<file path="config.mk">
export PLATFORM = sky130hd
export DESIGN_NAME = shift_sequencer
export DESIGN_NICKNAME = d
export VERILOG_FILES = /design/src/rtl/shift_sequencer.sv
export SDC_FILE = /design/constraint.sdc
export NUM_CORES = 1
export LEC_CHECK = 0
export CAP_MARGIN = 20
export CORE_UTILIZATION = 40
export CTS_BUF_LIST = sky130_fd_sc_hd__clkbuf_8
export CTS_CLUSTER_SIZE = 16
export DETAILED_ROUTE_END_ITERATION = 10
export PLACE_DENSITY = 0.73
export SLEW_MARGIN = 20
export SYNTH_ARGS = -nofsm -noshare
export SYNTH_HDL_FRONTEND = slang
export SYNTH_SLANG_ARGS = --single-unit
</file>
<file path="constraint.sdc">
create_clock -name clk -period 1.66 [get_ports clk]
set_input_delay 0.166 -clock clk [delete_from_list [all_inputs] [get_ports clk]]
set_output_delay 0.166 -clock clk [all_outputs]
set_load 0.005 [all_outputs]
</file>
<file path="src/rtl/shift_sequencer.sv">
// -----------------------------------------------------------------------------
// shift_sequencer
//
// Takes one serial transfer per valid/ready handshake and steps a universal
// shift register through it by driving the register's 3-bit control port.
// TX: one parallel-load cycle, then N shifts. RX: N shifts only, so the
// received word is left in the register.
//
// Ports
//   clk          single clock, all state updates on posedge
//   rst_n        asynchronous active-low reset
//   req_valid    transfer request (accepted in IDLE)
//   req_ready    high in IDLE
//   req_mode     0 = TX (load then shift), 1 = RX (shift only), sampled at accept
//   req_dir      0 = shift right, 1 = shift left, sampled at accept
//   shift_en     0 stalls SHIFT (register held, counter frozen)
//   abort        cancels a transfer that is in LOAD or SHIFT
//   ur_ctrl      control code to the shift register
//   bit_strobe   high in cycles whose closing posedge performs a shift
//   shift_count  shifts remaining (non-zero only in SHIFT)
//   busy         high in any state other than IDLE
//   done         one-cycle pulse, transfer completed
//   aborted      one-cycle pulse, transfer cancelled
// -----------------------------------------------------------------------------
module shift_sequencer #(
  parameter int         N         = 4,
  parameter int         CW        = $clog2(N + 1),
  parameter logic [2:0] CTRL_HOLD = 3'd0,
  parameter logic [2:0] CTRL_SHR  = 3'd1,
  parameter logic [2:0] CTRL_SHL  = 3'd2,
  parameter logic [2:0] CTRL_LOAD = 3'd3
) (
  input  logic          clk,
  input  logic          rst_n,
  input  logic          req_valid,
  output logic          req_ready,
  input  logic          req_mode,
  input  logic          req_dir,
  input  logic          shift_en,
  input  logic          abort,
  output logic [2:0]    ur_ctrl,
  output logic          bit_strobe,
  output logic [CW-1:0] shift_count,
  output logic          busy,
  output logic          done,
  output logic          aborted
);

  typedef enum logic [1:0] {
    S_IDLE  = 2'd0,
    S_LOAD  = 2'd1,
    S_SHIFT = 2'd2,
    S_DONE  = 2'd3
  } state_t;

  localparam logic [CW-1:0] CNT_FULL = CW'(N);
  localparam logic [CW-1:0] CNT_ONE  = CW'(1);

  state_t        state_q;
  logic          dir_q;
  logic [CW-1:0] cnt_q;
  logic          aborted_q;

  // The request mode only selects the first state after accept (LOAD for TX,
  // SHIFT for RX); from then on the state itself carries that information.
  always_ff @(posedge clk or negedge rst_n) begin
    if (!rst_n) begin
      state_q   <= S_IDLE;
      dir_q     <= 1'b0;
      cnt_q     <= '0;
      aborted_q <= 1'b0;
    end else begin
      aborted_q <= 1'b0;
      case (state_q)
        S_IDLE: begin
          // abort has no effect here; a request is still accepted
          if (req_valid) begin
            dir_q   <= req_dir;
            cnt_q   <= CNT_FULL;
            state_q <= req_mode ? S_SHIFT : S_LOAD;
          end
        end
        S_LOAD: begin
          if (abort) begin
            state_q   <= S_IDLE;
            cnt_q     <= '0;
            aborted_q <= 1'b1;
          end else begin
            state_q <= S_SHIFT;
          end
        end
        S_SHIFT: begin
          if (abort) begin
            state_q   <= S_IDLE;
            cnt_q     <= '0;
            aborted_q <= 1'b1;
          end else if (shift_en && (cnt_q != '0)) begin
            // guard on non-zero keeps the counter from ever wrapping
            cnt_q <= cnt_q - CNT_ONE;
            if (cnt_q == CNT_ONE) begin
              state_q <= S_DONE;
            end
          end
        end
        S_DONE: begin
          state_q <= S_IDLE;
        end
        default: begin
          state_q <= S_IDLE;
        end
      endcase
    end
  end

  // Output decode from the registered state; only the SHIFT control code and
  // strobe also look at shift_en, so a stall holds the register that cycle.
  always_comb begin
    ur_ctrl     = CTRL_HOLD;
    bit_strobe  = 1'b0;
    shift_count = '0;
    case (state_q)
      S_LOAD: begin
        ur_ctrl = CTRL_LOAD;
      end
      S_SHIFT: begin
        shift_count = cnt_q;
        if (shift_en) begin
          ur_ctrl    = dir_q ? CTRL_SHL : CTRL_SHR;
          bit_strobe = 1'b1;
        end
      end
      default: begin
        ur_ctrl = CTRL_HOLD;
      end
    endcase
  end

  assign req_ready = (state_q == S_IDLE);
  assign busy      = (state_q != S_IDLE);
  assign done      = (state_q == S_DONE);
  assign aborted   = aborted_q;

endmodule

</file>
# --- Yosys cells after proc, flatten, opt, wreduce, memory -nomap -nowiden ---
# Cells that the tools add are included.
# W data, S select, Z words.
totals:
  register_bits: 7
  input_bits: 7
  out_inout_bits: 11
  word_cells: 42
classes:
  n_addsub: 1
  eq_ne: 8
  mux: 20
  reduce_logical: 9
ops:
  columns: ["cell", "n"]
  rows:
  - ["$mux W2", 8]
  - ["$mux W3", 5]
  - ["$pmux W3 S3", 1]
  - ["$pmux W2 S4", 1]
  - ["$ne A3 B3 Y1 const B", 2]
  - ["$reduce_bool A3 Y1", 2]
  - ["$eq A2 B2 Y1 const B", 2]
  - ["$mux W1", 4]
  - ["$ne A2 B2 Y1 const B", 2]
  - ["$pmux W2 S2", 1]
  - ["$reduce_and A4 Y1", 1]
  - ["$eq A3 B1 Y1 const B", 1]
  - ["$reduce_and A3 Y1", 1]
  - ["$sub A3 B1 Y3 const B", 1]
  - ["$eq A2 B1 Y1 const B", 1]
  - ["$logic_not A2 Y1", 1]
  - ["$reduce_and A2 Y1", 1]
  - ["$reduce_bool A2 Y1", 1]
  - ["$reduce_or A2 Y1", 1]
  - ["$logic_and A1 B1 Y1", 1]

# --- Depth between registers and ports, before layout ---
logic_depth:
  word_depth: 5
  depth_mapped: 6
  depth_no_buf: 6

# --- Least setup slack after synthesis ---
# OpenSTA, ideal clock, no wires.
synth_path:
  path_kind: "reg2reg"
  from: "register state_q[0]"
  to: "register cnt_q[0]"
  setup_time_ns: 0.125
  arrival_ns: 1.589
  required_time_ns: 1.535
  path_slack_ns: -0.054
  path_stages_with_launch: 7
  n_path_buf: 0
  period_less_slack_ns: 1.714
  path_cell_list: "dfrtp_1 inv_1 ha_1 nor2b_4 a211o_1 a21oi_4 mux2_4"
synth_via:
  elab_chain_len: 3
  elab_cells_between_ends: 9
  cone_classes: "eq/ne: 5; mux: 1; reduce/logical: 3"
synth_rtl:
  columns: ["element", "line_no", "text"]
  rows:
  - ["start: declaration", "59", "state_t state_q;"]
  - ["start signal: assignment", "80", "state_q <= req_mode ? S_SHIFT : S_LOAD;"]
  - ["$logic_not A2 Y1 *", null, null]
  - ["via req_ready", "36", "output logic req_ready,"]
  - ["$ne A2 B2 Y1 (no line) or $reduce_bool A3 Y1 (tied branches)", null, null]
  - ["$reduce_and A4 Y1 (no line)", null, null]
  - ["end signal: assignment", "99", "cnt_q <= cnt_q - CNT_ONE;"]
  - ["end: declaration", "61", "logic [CW-1:0] cnt_q;"]
# Mark *: on every way through the listed nets, which the timed path passes. The rest lies on a longest branch.
# A chain may end at the register's enable or synchronous reset.

# --- Worst setup path in the final report ---
layout_path:
  from: "register state_q[0]"
  to: "register cnt_q[0]"
layout_via:
  elab_chain_len: 3
  elab_cells_between_ends: 9
  cone_classes: "eq/ne: 5; mux: 1; reduce/logical: 3"
layout_rtl:
  columns: ["element", "line_no", "text"]
  rows:
  - ["$eq A2 B2 Y1 (tied with other cells)", "74", "case (state_q)"]
  - ["$ne A3 B3 Y1 (no line) (tied with other cells)", null, null]
  - ["$reduce_and A4 Y1 (no line)", null, null]
# Parallel ways exist; a longest one is shown, timed or not.

==> impl_metrics.json <==
{
  "min_period_ns": 1.75,
  "h-tree-depth": 1,
  "num_vias": 540,
  "max_freq_ghz": 0.571,
  "cp.required_ns": 1.77,
  "synth_nets": 77,
  "crit_type": "reg2reg",
  "rows": 13,
  "wl_per_cell_um": 12.5,
  "hold_buffers": 0,
  "crit_path_start_kind": "flop",
  "finClkSkew_ns": 0.00125,
  "core_um2": 1330,
  "path_max_fanout": 3,
  "syn_area_per_cell_um2": 9.48,
  "dr.pass1.iters": 4,
  "drtIter0Drc": 7,
  "drive_gt1_frac": 0.340,
  "yosys_warnings": 0,
  "clockBufferDepth": 2,
  "cp.arrival_ns": 1.86,
  "ys_ff_latch": 7,
  "synth-edff-count": 0,
  "fin_nets": 110,
  "status": "finished, violations left",
  "synth_top_area_share": 0.298,
  "drcViolationCount": 0,
  "synth_top_cell_by_area": "dfrtp_1",
  "drv_cap": 0,
  "drtAntennaViolNets": 0,
  "hold_viol_final": 0,
  "place.gp.congestion": 0.744,
  "die_h_um": 40.3,
  "hold_slack_ns": 0.204,
  "synthCells": 62,
  "min_path_type": "in2async",
  "synthTopCellsByArea": "dfrtp_1 30%, ha_1 17%, and2_1 5.3%",
  "syn_area_um2": 588,
  "synth_cell_types": 26,
  "irDropWorstVdd_v": 0.00106,
  "finalWirelength_mm": 1.37,
  "slew_viol_final": 0,
  "dieArea_um2": 1630,
  "viasPerCell": 4.95,
  "finalSetupViolCount": 2,
  "synth-async-reset-ratio": 1.00,
  "syn_to_final_growth_pct": 61.9,
  "grt_first_pass_wirelength_mm": 1.97,
  "nFillCells": 96,
  "ys_seq_area_frac": 0.298,
  "fin_tns_setup_ns": -0.183,
  "cts_tree": "done",
  "power_density_nw_per_um2": 1750,
  "p_leak_nw": 0.524,
  "fin_ws_ns": -0.0928,
  "ios": 18,
  "grt_overflow": 0,
  "place_ws_ns": -0.0980,
  "path_clk_slew_ns": 0.04,
  "numCtsBuffers": 3,
  "hpwl_um": 973,
  "antenna_found_initial": 0,
  "synthFlopType": "dfrtp_1",
  "synth_common_cells": "8 x ha_1, 8 x inv_1, 7 x dfrtp_1",
  "grt_max_degree": 8,
  "period_share": 1.06,
  "cts_root_buf": "clkbuf_8",
  "first_global_vias": 463,
  "diodes": 0,
  "clock_sinks": 7,
  "insertion_delay_ns": 0.23,
  "port_buffers": 16,
  "rsz0062_at_grt": "true",
  "violations": "setup timing",
  "grtUsageTotal": 0.188,
  "endpoint_kind": "flop",
  "start_util": 0.441,
  "die_width_um": 40.3
}
metal layers:
metal	global-route usage	vias up	wire [um]
li1	-	268	-
met1	0.262	249	653
met2	0.286	19	617
met3	0.0333	4	66
met4	0.0750	0	30
met5	0	-	0
stage by stage:
stage                     std cells  cell area, um^2   util  power, mW
after floorplan                  62              591      -      0.857
after global placement          100              822  0.616       1.25
after detailed placement        100              822  0.616       1.26
after CTS                       107              913  0.685       1.58
after global routing            109              952  0.714       1.80
final                           109              952  0.714       1.67
layout make-up:
| type | instances | area, um^2 | area share |
|---|---|---|---|
| multi-input combinational | 46 | 418 | 0.439 |
| timing repair buffer | 29 | 264 | 0.277 |
| sequential | 7 | 176 | 0.185 |
| clock buffer | 3 | 41.3 | 0.0434 |
| inverter | 8 | 30.0 | 0.0315 |
| tap | 15 | 18.8 | 0.0197 |
| clock inverter | 1 | 3.75 | 0.00394 |
cells in the final DEF (no fill, tap or decap), types with 4 or more instances in the layout:
master           synthesis  routed
and2_1                   5       4
buf_4                    1      11
nor2_1                   6       6
clkdlybuf4s50_1          0       7
dfrtp_1                  7       6
ha_1                     8       5
inv_1                    8       7
nand2_1                  4       4
flip-flops by register name, indices dropped and copies added (netlist names):
| name | count |
|---|---|
| aborted | 1 |
| dir_q | 1 |
| cnt_q | 3 |
| state_q | 2 |
cell families (layout without fill, tap and decap cells):
family	count (synthesis)	after routing	synth area share
other cells	1	1	0.00638
compound gates	12	12	0.172
fa+ha+maj	8	8	0.170
simple gates	21	21	0.202
flops	7	7	0.298
mux	4	4	0.0872
buf+inv	9	41	0.0638
critical path, cell delays in order (launching register included):
cell and delay [ns]:
dfrtp_1 0.38, inv_2 0.07, buf_6 0.12, ha_4 0.15, nor2b_4 0.13, a211o_1 0.28
a21oi_4 0.19, mux2_4 0.32
report_power, final:
part | internal (mW) | total, mW | switching, mW
clock network | 0.160 | 0.232 | 0.0727
logic | 0.633 | 1.12 | 0.488
registers | 0.251 | 0.315 | 0.0643
final timing paths:
| path | from | endpoint | slack [ns] | cells past startpoint |
|---|---|---|---|---|
| setup / recovery | state_q[0]$_DFFE_PN0P_ | cnt_q[0]$_DFFE_PN0P_ | -0.09 | 7 |
| hold / removal | rst_n | dir_q$_DFFE_PN0P_ | 0.20 | 1 |
| setup reg to reg | state_q[0]$_DFFE_PN0P_ | cnt_q[0]$_DFFE_PN0P_ | -0.09 | 7 |
| hold reg to reg | cnt_q[1]$_DFFE_PN0P_ | cnt_q[1]$_DFFE_PN0P_ | 0.54 | 1 |
| max in group asynchronous | rst_n | state_q[1]$_DFFE_PN0P_ | 1.19 | 1 |
| min in group clk | cnt_q[1]$_DFFE_PN0P_ | cnt_q[1]$_DFFE_PN0P_ | 0.54 | 1 |
repair_timing:
action / 4_1_cts / 5_1_grt
setup buffers: 3 / 2
endpoints found under the setup margin: 10 / 7
resized for setup: 14 / 11
pin swaps: 2 / 0
No activity file was read; power rests on OpenSTA's default activity.
